[src/rtl/alu_share_arbiter.sv]
// alu_share_arbiter: shares one combinational ALU between the EX stage (port 0, priority)
// and an auxiliary unit (port 1), with registered operands/results and starvation relief.
`default_nettype none

module alu_share_arbiter #(
  parameter int WORD_SIZE    = 16,
  parameter int STARVE_LIMIT = 3
) (
  input  logic                 clk,
  input  logic                 reset_n,
  input  logic                 req0,
  input  logic                 req1,
  input  logic [3:0]           op0,
  input  logic [3:0]           op1,
  input  logic [WORD_SIZE-1:0] a0,
  input  logic [WORD_SIZE-1:0] b0,
  input  logic [WORD_SIZE-1:0] a1,
  input  logic [WORD_SIZE-1:0] b1,
  input  logic                 cin0,
  input  logic                 cin1,
  output logic                 done0,
  output logic                 done1,
  output logic [WORD_SIZE-1:0] result,
  output logic                 cout,
  output logic [1:0]           cmp,
  output logic                 busy,
  output logic                 gnt_id,
  output logic [WORD_SIZE-1:0] alu_a,
  output logic [WORD_SIZE-1:0] alu_b,
  output logic                 alu_cin,
  output logic [3:0]           alu_op,
  input  logic [WORD_SIZE-1:0] alu_c,
  input  logic                 alu_cout,
  input  logic [1:0]           alu_cmp
);

  localparam logic [3:0] c_starve_limit = STARVE_LIMIT[3:0];

  typedef enum logic [0:0] {
    ST_IDLE = 1'b0,
    ST_EXEC = 1'b1
  } state_t;

  state_t                 r_state;
  state_t                 w_next_state;
  logic                   w_any_req;
  logic                   w_win1;
  logic                   w_grant;
  logic                   w_capture;

  logic [3:0]             r_starve;
  logic                   r_gnt;
  logic [3:0]             r_op;
  logic [WORD_SIZE-1:0]   r_a;
  logic [WORD_SIZE-1:0]   r_b;
  logic                   r_cin;
  logic [WORD_SIZE-1:0]   r_result;
  logic                   r_cout;
  logic [1:0]             r_cmp;
  logic                   r_done0;
  logic                   r_done1;

  assign w_any_req = req0 | req1;
  // Port 1 wins when alone, or when port 0 has beaten it STARVE_LIMIT times in a row.
  assign w_win1    = req1 & (~req0 | (r_starve == c_starve_limit));

  always_ff @(posedge clk or negedge reset_n) begin
    if (!reset_n) begin
      r_state <= ST_IDLE;
    end else begin
      r_state <= w_next_state;
    end
  end

  always_comb begin
    w_next_state = r_state;
    w_grant      = 1'b0;
    w_capture    = 1'b0;
    case (r_state)
      ST_IDLE: begin
        if (w_any_req) begin
          w_grant      = 1'b1;
          w_next_state = ST_EXEC;
        end
      end
      ST_EXEC: begin
        w_capture    = 1'b1;
        w_next_state = ST_IDLE;
      end
      default: w_next_state = ST_IDLE;
    endcase
  end

  always_ff @(posedge clk or negedge reset_n) begin
    if (!reset_n) begin
      r_starve <= 4'd0;
      r_gnt    <= 1'b0;
      r_op     <= 4'd0;
      r_a      <= '0;
      r_b      <= '0;
      r_cin    <= 1'b0;
    end else if (w_grant) begin
      r_gnt <= w_win1;
      r_op  <= w_win1 ? op1  : op0;
      r_a   <= w_win1 ? a1   : a0;
      r_b   <= w_win1 ? b1   : b0;
      r_cin <= w_win1 ? cin1 : cin0;
      if (w_win1) begin
        r_starve <= 4'd0;
      end else if (req1 && (r_starve != c_starve_limit)) begin
        r_starve <= r_starve + 4'd1;
      end
    end
  end

  always_ff @(posedge clk or negedge reset_n) begin
    if (!reset_n) begin
      r_result <= '0;
      r_cout   <= 1'b0;
      r_cmp    <= 2'b00;
      r_done0  <= 1'b0;
      r_done1  <= 1'b0;
    end else begin
      r_done0 <= w_capture & ~r_gnt;
      r_done1 <= w_capture &  r_gnt;
      if (w_capture) begin
        r_result <= alu_c;
        r_cout   <= alu_cout;
        r_cmp    <= alu_cmp;
      end
    end
  end

  assign done0   = r_done0;
  assign done1   = r_done1;
  assign result  = r_result;
  assign cout    = r_cout;
  assign cmp     = r_cmp;
  assign busy    = (r_state == ST_EXEC);
  assign gnt_id  = r_gnt;
  assign alu_a   = r_a;
  assign alu_b   = r_b;
  assign alu_cin = r_cin;
  assign alu_op  = r_op;

endmodule

`default_nettype wire
[config.mk]
export PLATFORM = sky130hd
export DESIGN_NAME = alu_share_arbiter
export DESIGN_NICKNAME = d
export VERILOG_FILES = /design/src/rtl/alu_share_arbiter.sv
export SDC_FILE = /design/constraint.sdc
export NUM_CORES = 1
export LEC_CHECK = 0
export CAP_MARGIN = 20
export CORE_ASPECT_RATIO = 1.2
export CORE_MARGIN = 3
export CORE_UTILIZATION = 35
export CTS_CLUSTER_SIZE = 40
export DETAILED_ROUTE_END_ITERATION = 8
export GPL_TIMING_DRIVEN = 0
export PLACE_DENSITY = 0.8
export SKIP_LAST_GASP = 1
export SLEW_MARGIN = 30
export SYNTH_ARGS = -nofsm -noshare
export SYNTH_HDL_FRONTEND = slang
export SYNTH_SLANG_ARGS = --single-unit
[constraint.sdc]
create_clock -name clk -period 1.44 [get_ports clk]
set_input_delay 0.288 -clock clk [delete_from_list [all_inputs] [get_ports clk]]
set_output_delay 0.288 -clock clk [all_outputs]
set_load 0.05 [all_outputs]
==> results of run 1 <==
==> sequential cells by signal, summed over array words and instances, names as in the netlist <==
| name | count |
|---|---|
| alu_a | 16 |
| alu_b | 16 |
| result | 16 |
| alu_op | 4 |
| r_starve | 4 |
| cmp | 2 |
| alu_cin | 1 |
| busy | 1 |
| cout | 1 |
| done0 | 1 |
| done1 | 1 |
| gnt_id | 1 |
==> per-layer routing <==
metal,global-route usage (%),part of all wire (%),wire length (um),vias to the layer above
met5,0,0,0,-
met4,5.96,0.66,63,0
met3,4.42,6.9,655,6
met2,35.0,52,4910,118
met1,24.5,41,3860,1375
li1,-,-,-,1395
==> final timing paths <==
check                                 start       end  slack (ns)
worst max register to register  r_starve[0]  alu_b[0]       -0.05
min in group clk                     gnt_id     done0        0.47
max in group asynchronous           reset_n      busy        0.53
worst max-delay path            r_starve[0]  alu_b[0]       -0.05
worst min register to register       gnt_id     done0        0.47
worst min-delay path                reset_n  alu_a[5]        0.36
==> worst register-to-register path, stage by stage, from the launching register on <==
cell	delay, ns
dfrtp_1	0.40
ha_2	0.20
nand4bb_1	0.14
a21boi_4	0.25
buf_6	0.14
buf_6	0.11
o211ai_1	0.11
==> per-stage QoR <==
stage / TNS (ns) / power (uW) / utilization [%]
CTS: -0.183 / 6820 / 63.4
global route: -2.38 / 7140 / 64.3
floorplan: 0 / 4100 / -
global placement: -151.07 / 5210 / 58.2
detailed placement: -18.73 / 5270 / 58.5
finish: -0.283 / 6820 / 64.3
==> kinds of logic after synthesis <==
family                     after synthesis
and+or+nand+nor                        123
DFF                                     64
AOI/OAI and AO/OA                       46
buffers and inverters                   30
muxes                                   20
adders and majority gates                1
==> power groups by stage <==
stage / registers, uW / clock network [uW] / logic (uW)
after CTS: 2370 / 1630 / 2830
after global routing: 2410 / 1700 / 3030
after floorplan: 3490 / 0 / 609
final: 2360 / 1590 / 2870
after detailed placement: 2390 / 0 / 2870
after global placement: 2380 / 0 / 2830
==> placed cells by master (no fill, tap or decap), types with 2 or more instances in the layout <==
cell              n
buf_6            11
clkinvlp_4        2
nand4_1          37
clkbuf_2          4
mux2_2           19
clkbuf_1          3
clkinv_2          2
dfrtp_1          63
buf_4            13
clkbuf_8         11
clkdlybuf4s50_1  94
o21ai_0           2
nand2_1          77
buf_2             8
clkdlybuf4s15_2  58
inv_1             4
o211ai_1         37
==> final cells by class <==
class	instances	area share [%]
Timing Repair Buffer	170	34.9
Sequential cell	64	31.6
Multi-Input combinational cell	190	23.4
Buffer	25	3.36
Clock buffer	11	2.99
Tap cell	92	2.27
Clock inverter	5	1.09
Inverter	5	0.370
==> timing repair <==
| action | 4_1_cts | 5_1_grt |
|---|---|---|
| resized for setup | 200 | 19 |
| gates cloned | 2 | 0 |
| setup buffers | 5 | 5 |
| hold buffers | 1 | 0 |
| pin swaps | 2 | 23 |
| hold endpoints to repair | 16 | 0 |
| setup endpoints to repair | 90 | 43 |
==> out/qor.yml, run 1 <==
place:
  routabilityCongestion: 0.779
  place_area_um2: 4610
  dp_hpwl_mm: 6.82
  portBuffers: 156
  dp_cells: 533
  dpl_worst_slack_ns: -0.585
worst_setup_path:
  crit_family: "flip-flops"
  path_depth: 6
  cpPeakStageDelay_ns: 0.40
  cpMostUsedCell: "buf_6"
  cp_data_arrival_time_ns: 1.69
  rr_worst_depth: 6
  worstPathRequired_ns: 1.63
  path_cells: "ha_2 -> nand4bb_1 -> a21boi_4 -> buf_6 -> buf_6 -> o211ai_1"
  crit_type: "flop to flop"
  end_kind: "flop"
  path_max_fanout: 5
  critPathBufInv: 2
  cp_slowest_cell: "dfrtp_1"
  cp-start-kind: "flop"
timing:
  fin_crit_sh_pct: 104
  final.min_clock_period_ns: 1.49
  relSlewSlack_pct: 62.5
  layout_setup_ws_ns: -0.0537
  hold_slack_ns: 0.363
  fmax_ghz: 0.669
  finalSetupViolCount: 20
  worst_slew_pin_slew_ns: 0.562
  slew_violations: 0
  clock_skew_ns: 0.00919
  finalHoldViolations: 0
  rsz0062_at_grt: "true"
clock_network:
  clkLatencyLatePin_ns: 0.33
  clk_path_buf_depth: 2
  cts_tree: "built"
  cts_num_sinks: 64
  cts_buffers: 9
  htreeDepth: 3
  root_buffer: "clkbuf_8"
  clk_pin_slew_ns: 0.07
finish:
  area_delta_synth_final_pct: 74.1
  final-instance-count-excl-fill: 562
  nets: 563
  multi_input_area_um2: 1190
  design_area_um2: 5070
  diodes: 0
  fill_cells: 671
  regArea_um2: 1600
  drive_gt1_share_pct: 29.4
synth:
  synth_seq_cells: 64
  post-synth-top-count-cell: "nand2_1"
  muxShareOfSynthArea_pct: 7.69
  ys.flop_type: "dfrtp_1"
  synth_cells: 284
  synth_nets: 382
  ys_warn_count: 0
  synth_top_cell_area_share_pct: 55.0
  yosysUniqueCellTypes: 27
  synth_compound_area_share_pct: 12.1
  synth_top_family_by_area: "simple AND/OR/NAND/NOR gates"
  synthTopCellsByCount: "77 x nand2_1, 64 x dfrtp_1, 37 x nand4_1, 37 x o211ai_1, 19 x mux2_2"
  ys_seq_area_share_pct: 55.0
  synthesis.area_um2: 2910
  yosys.area.top_type: "dfrtp_1"
  synth_edf_count: 0
  synthXorXnorAreaFrac_pct: 0
  synth_area_leaders: "dfrtp_1 55%, nand2_1 9.9%, o211ai_1 9.5%"
  synthAdderAreaFrac_pct: 0.430
  yosys.area_share.simple_pct: 19.9
  syn_avg_cell_area_um2: 10.3
  synthArstFlopShare_pct: 100
outcome:
  violations: "setup timing"
  outcome: "finished, violations left"
global_route:
  grt_overflow: 0
  track_usage_pct: 20.2
  first_global_vias: 3020
  grt_pass1_wl_mm: 14.7
  antenna_found_initial: 0
  grt_max_degree: 49
power_and_ir_drop:
  sw_frac_of_total_pct: 39.7
  switching_power_uw: 2710
  irDropWorstVdd_mv: 0.724
  power.density_nw_per_um2: 1350
  clkPwrFrac_pct: 23.3
  pwr-share-comb_pct: 42.0
  p_leak_uw: 0.00213
  power_frac_seq_pct: 34.6
  p_int_uw: 4120
worst_hold_path:
  hp-class: "primary input to asynchronous set/reset pin"
floorplanning:
  die_h_um: 106
  dieWidth_um: 89.3
  die_area_um2: 9450
  num_rows: 35
  io_pins: 157
  core_um2: 7880
  initial_utilization_pct: 36.9
routing:
  first_pass_iters: 4
  post_drt_wl_per_cell_um: 16.9
  vias_per_cell: 5.15
  dr.first_iter.drc_count: 128
  ant_nets: 0
  drc_errors: 0
  routed_wl_mm: 9.49
  vias: 2894
run:
  drv_cap: 0
Note: power is estimated with default switching activity, not from simulation.
==> inputs of run 2 (changes only) <==
- CAP_MARGIN: 20 -> 40
- CORE_UTILIZATION: 35 -> 30
- PLACE_DENSITY: 0.8 -> 0.71
==> run 2 against run 1 <==
The flow still finishes with violations (setup timing). Cell area is 1.7% higher. First-iteration DRC count is 33% lower. Die area is 16% higher. Clock power is 18% higher. Global-route usage is 2.8 points lower. Maximum frequency is 2.1% higher. Critical path depth stayed put. Combinational power hardly changed. Core utilization is 8.7 points lower. Hold slack better by 0.054 ns. Count of clock-buffer cells in the layout is 2 lower. Sequential power hardly changed. Largest power group unchanged. Highest routed layer unchanged.
==> out/qor.yml, run 2 (same netlist as run 1, synthesis figures left out) <==
finish:
  layout_common_cells: "94 x clkdlybuf4s50_1, 77 x nand2_1, 63 x dfrtp_1"
  drive_gt1_share_pct: 28.8  # -0.58 points
  diodes: 0  # unchanged
  final-instance-count-excl-fill: 589  # +4.8%
  design_area_um2: 5150  # +1.7%
  nets: 562  # -0.18%
  final_util_pct: 55.6  # -8.7 points
  area_delta_synth_final_pct: 77.1
  final_common_cell: "clkdlybuf4s50_1"
  fill_cells: 818  # +22%
power_and_ir_drop:
  power.density_nw_per_um2: 1380  # +2.6%
  irDropWorstVdd_mv: 0.711  # -1.8%
  p_leak_uw: 0.00214  # +0.67%
clock_network:
  clk_path_buf_depth: 2  # unchanged
  htreeDepth: 3  # unchanged
  clkLatencyLatePin_ns: 0.34  # about the same
  cts_tree: "built"
  cts_num_sinks: 64  # unchanged
  clk_pin_slew_ns: 0.08  # about the same
  cts_buffers: 9  # unchanged
  root_buffer: "clkbuf_8"
floorplanning:
  num_rows: 38  # +8.6%
  io_pins: 157  # unchanged
  core_um2: 9270  # +18%
  initial_utilization_pct: 31.4  # -5.5 points
  die_area_um2: 10900  # +16%
  dieWidth_um: 95.9  # +7.5%
  die_h_um: 114  # +7.6%
timing:
  slew_violations: 0  # unchanged
  clock_skew_ns: 0.00875  # -0.000444 ns
  rsz0062_at_grt: "true"
  layout_setup_ws_ns: -0.0234  # +0.0303 ns
  fmax_ghz: 0.683  # +2.1%
  relSlewSlack_pct: 68.1  # +5.6 points
  finalSetupViolCount: 20  # unchanged
  finalHoldViolations: 0  # unchanged
  fin_setup_tns_ns: -0.288  # -0.00425 ns
  worst_slew_pin_slew_ns: 0.473  # -0.0888 ns
  fin_crit_sh_pct: 102  # -2.1 points
  final.min_clock_period_ns: 1.46  # -0.0303 ns
worst_setup_path:
  cp_slowest_cell: "dfrtp_1"
  cp-start-kind: "flop"
  crit_type: "flop to flop"
  path_cells: "ha_4 -> nand4bb_1 -> a21boi_4 -> buf_6 -> buf_8 -> o211ai_1"
  end_kind: "flop"
  cpPeakStageDelay_ns: 0.42  # +0.02 ns
  path_max_fanout: 10  # +5
  worstPathRequired_ns: 1.65  # +0.02 ns
  cp_data_arrival_time_ns: 1.68  # about the same
routing:
  drc_errors: 0  # unchanged
  vias_per_cell: 4.96  # -3.6%
  routed_wl_mm: 9.54  # +0.55%
  dr.first_iter.drc_count: 86  # -33%
  post_drt_wl_per_cell_um: 16.2  # -4.1%
  ant_nets: 0  # unchanged
  first_pass_iters: 5  # +1
  vias: 2923  # +1.0%
global_route:
  grt_overflow: 0  # unchanged
  grt_max_degree: 36  # -27%
  track_usage_pct: 17.3  # -2.8 points
  grt_pass1_wl_mm: 14.7  # about the same
  antenna_found_initial: 0  # unchanged
  first_global_vias: 3037  # +0.56%
place:
  place_area_um2: 4640  # +0.60%
  portBuffers: 156  # unchanged
  routabilityCongestion: 0.742  # -4.8%
  dp_hpwl_mm: 6.99  # +2.5%
  dpl_worst_slack_ns: -0.687  # -0.102 ns
  dp_cells: 561  # +5.3%
outcome:
  violations: "setup timing"
  outcome: "finished, violations left"
run:
  drv_cap: 0  # unchanged
worst_hold_path:
  hp-class: "primary input to asynchronous set/reset pin"
## run 2: cell types whose count changed in the layout (fill, tap and decap cells not counted), sizes merged
cell / delta
bufinv: +2
buf: -1
clkbuf: -2
clkinvlp: -1
clkinv: +1
## run 2: layer usage
| layer | track usage [%] | wire (um) | vias up |
|---|---|---|---|
| li1 | - | - | 1393 |
| met1 | 20.5 | 3840 | 1388 |
| met2 | 29.9 | 4770 | 132 |
| met3 | 5.01 | 836 | 10 |
| met4 | 5.50 | 93 | 0 |
| met5 | 0 | 0 | - |
## run 2: path summary, 6_finish.rpt
path,start,to,slack [ns],depth (start not counted)
min in group clk,gnt_id,done0,0.47,1
worst max-delay path,r_starve[1],alu_b[0],-0.02,6
max in group asynchronous,reset_n,busy,0.48,3
worst max register to register,r_starve[1],alu_b[0],-0.02,6
worst min register to register,gnt_id,done0,0.47,1
worst min-delay path,reset_n,cmp[0],0.42,2
## run 2: cell type report
type | instances | area (um^2) | share of cell area, %
inverter | 5 | 18.8 | 0.364
timing repair buffer | 169 | 1750 | 33.9
buffer | 25 | 206 | 4.00
clock inverter | 7 | 120 | 2.33
tap | 120 | 150 | 2.91
sequential | 64 | 1600 | 31.1
clock buffer | 9 | 124 | 2.40
multi-input combinational | 190 | 1180 | 23.0
## run 2: power by group
| part | internal, uW | switching (uW) |
|---|---|---|
| combinational | 1090 | 1790 |
| clock | 1150 | 724 |
| sequential | 2150 | 212 |
| total | 4390 | 2730 |
## run 2: what timing repair did
action                                 4_1_cts  5_1_grt
setup endpoints to repair                   90       38
cloned                                       1        0
buffers inserted                             8        2
hold buffers                                 1        0
resized for setup                          208       20
pin swaps                                    7        8
endpoints found under the hold margin       29        0
## run 2: critical path: cells and delay by family, from the launching register on
kind	cells	cell delay (ns)
DFF	1	0.42
AOI/OAI and AO/OA	2	0.32
buffers and inverters	2	0.28
adders and majority gates	1	0.18
and+or+nand+nor	1	0.13
## run 2: metrics by stage
stage,total power [uW],hold WS (ns)
after floorplan,4100,-0.00759
after global routing,7460,0.451
after global placement,5210,0.454
final,7120,0.417
after CTS,7160,0.417
after detailed placement,5260,0.251
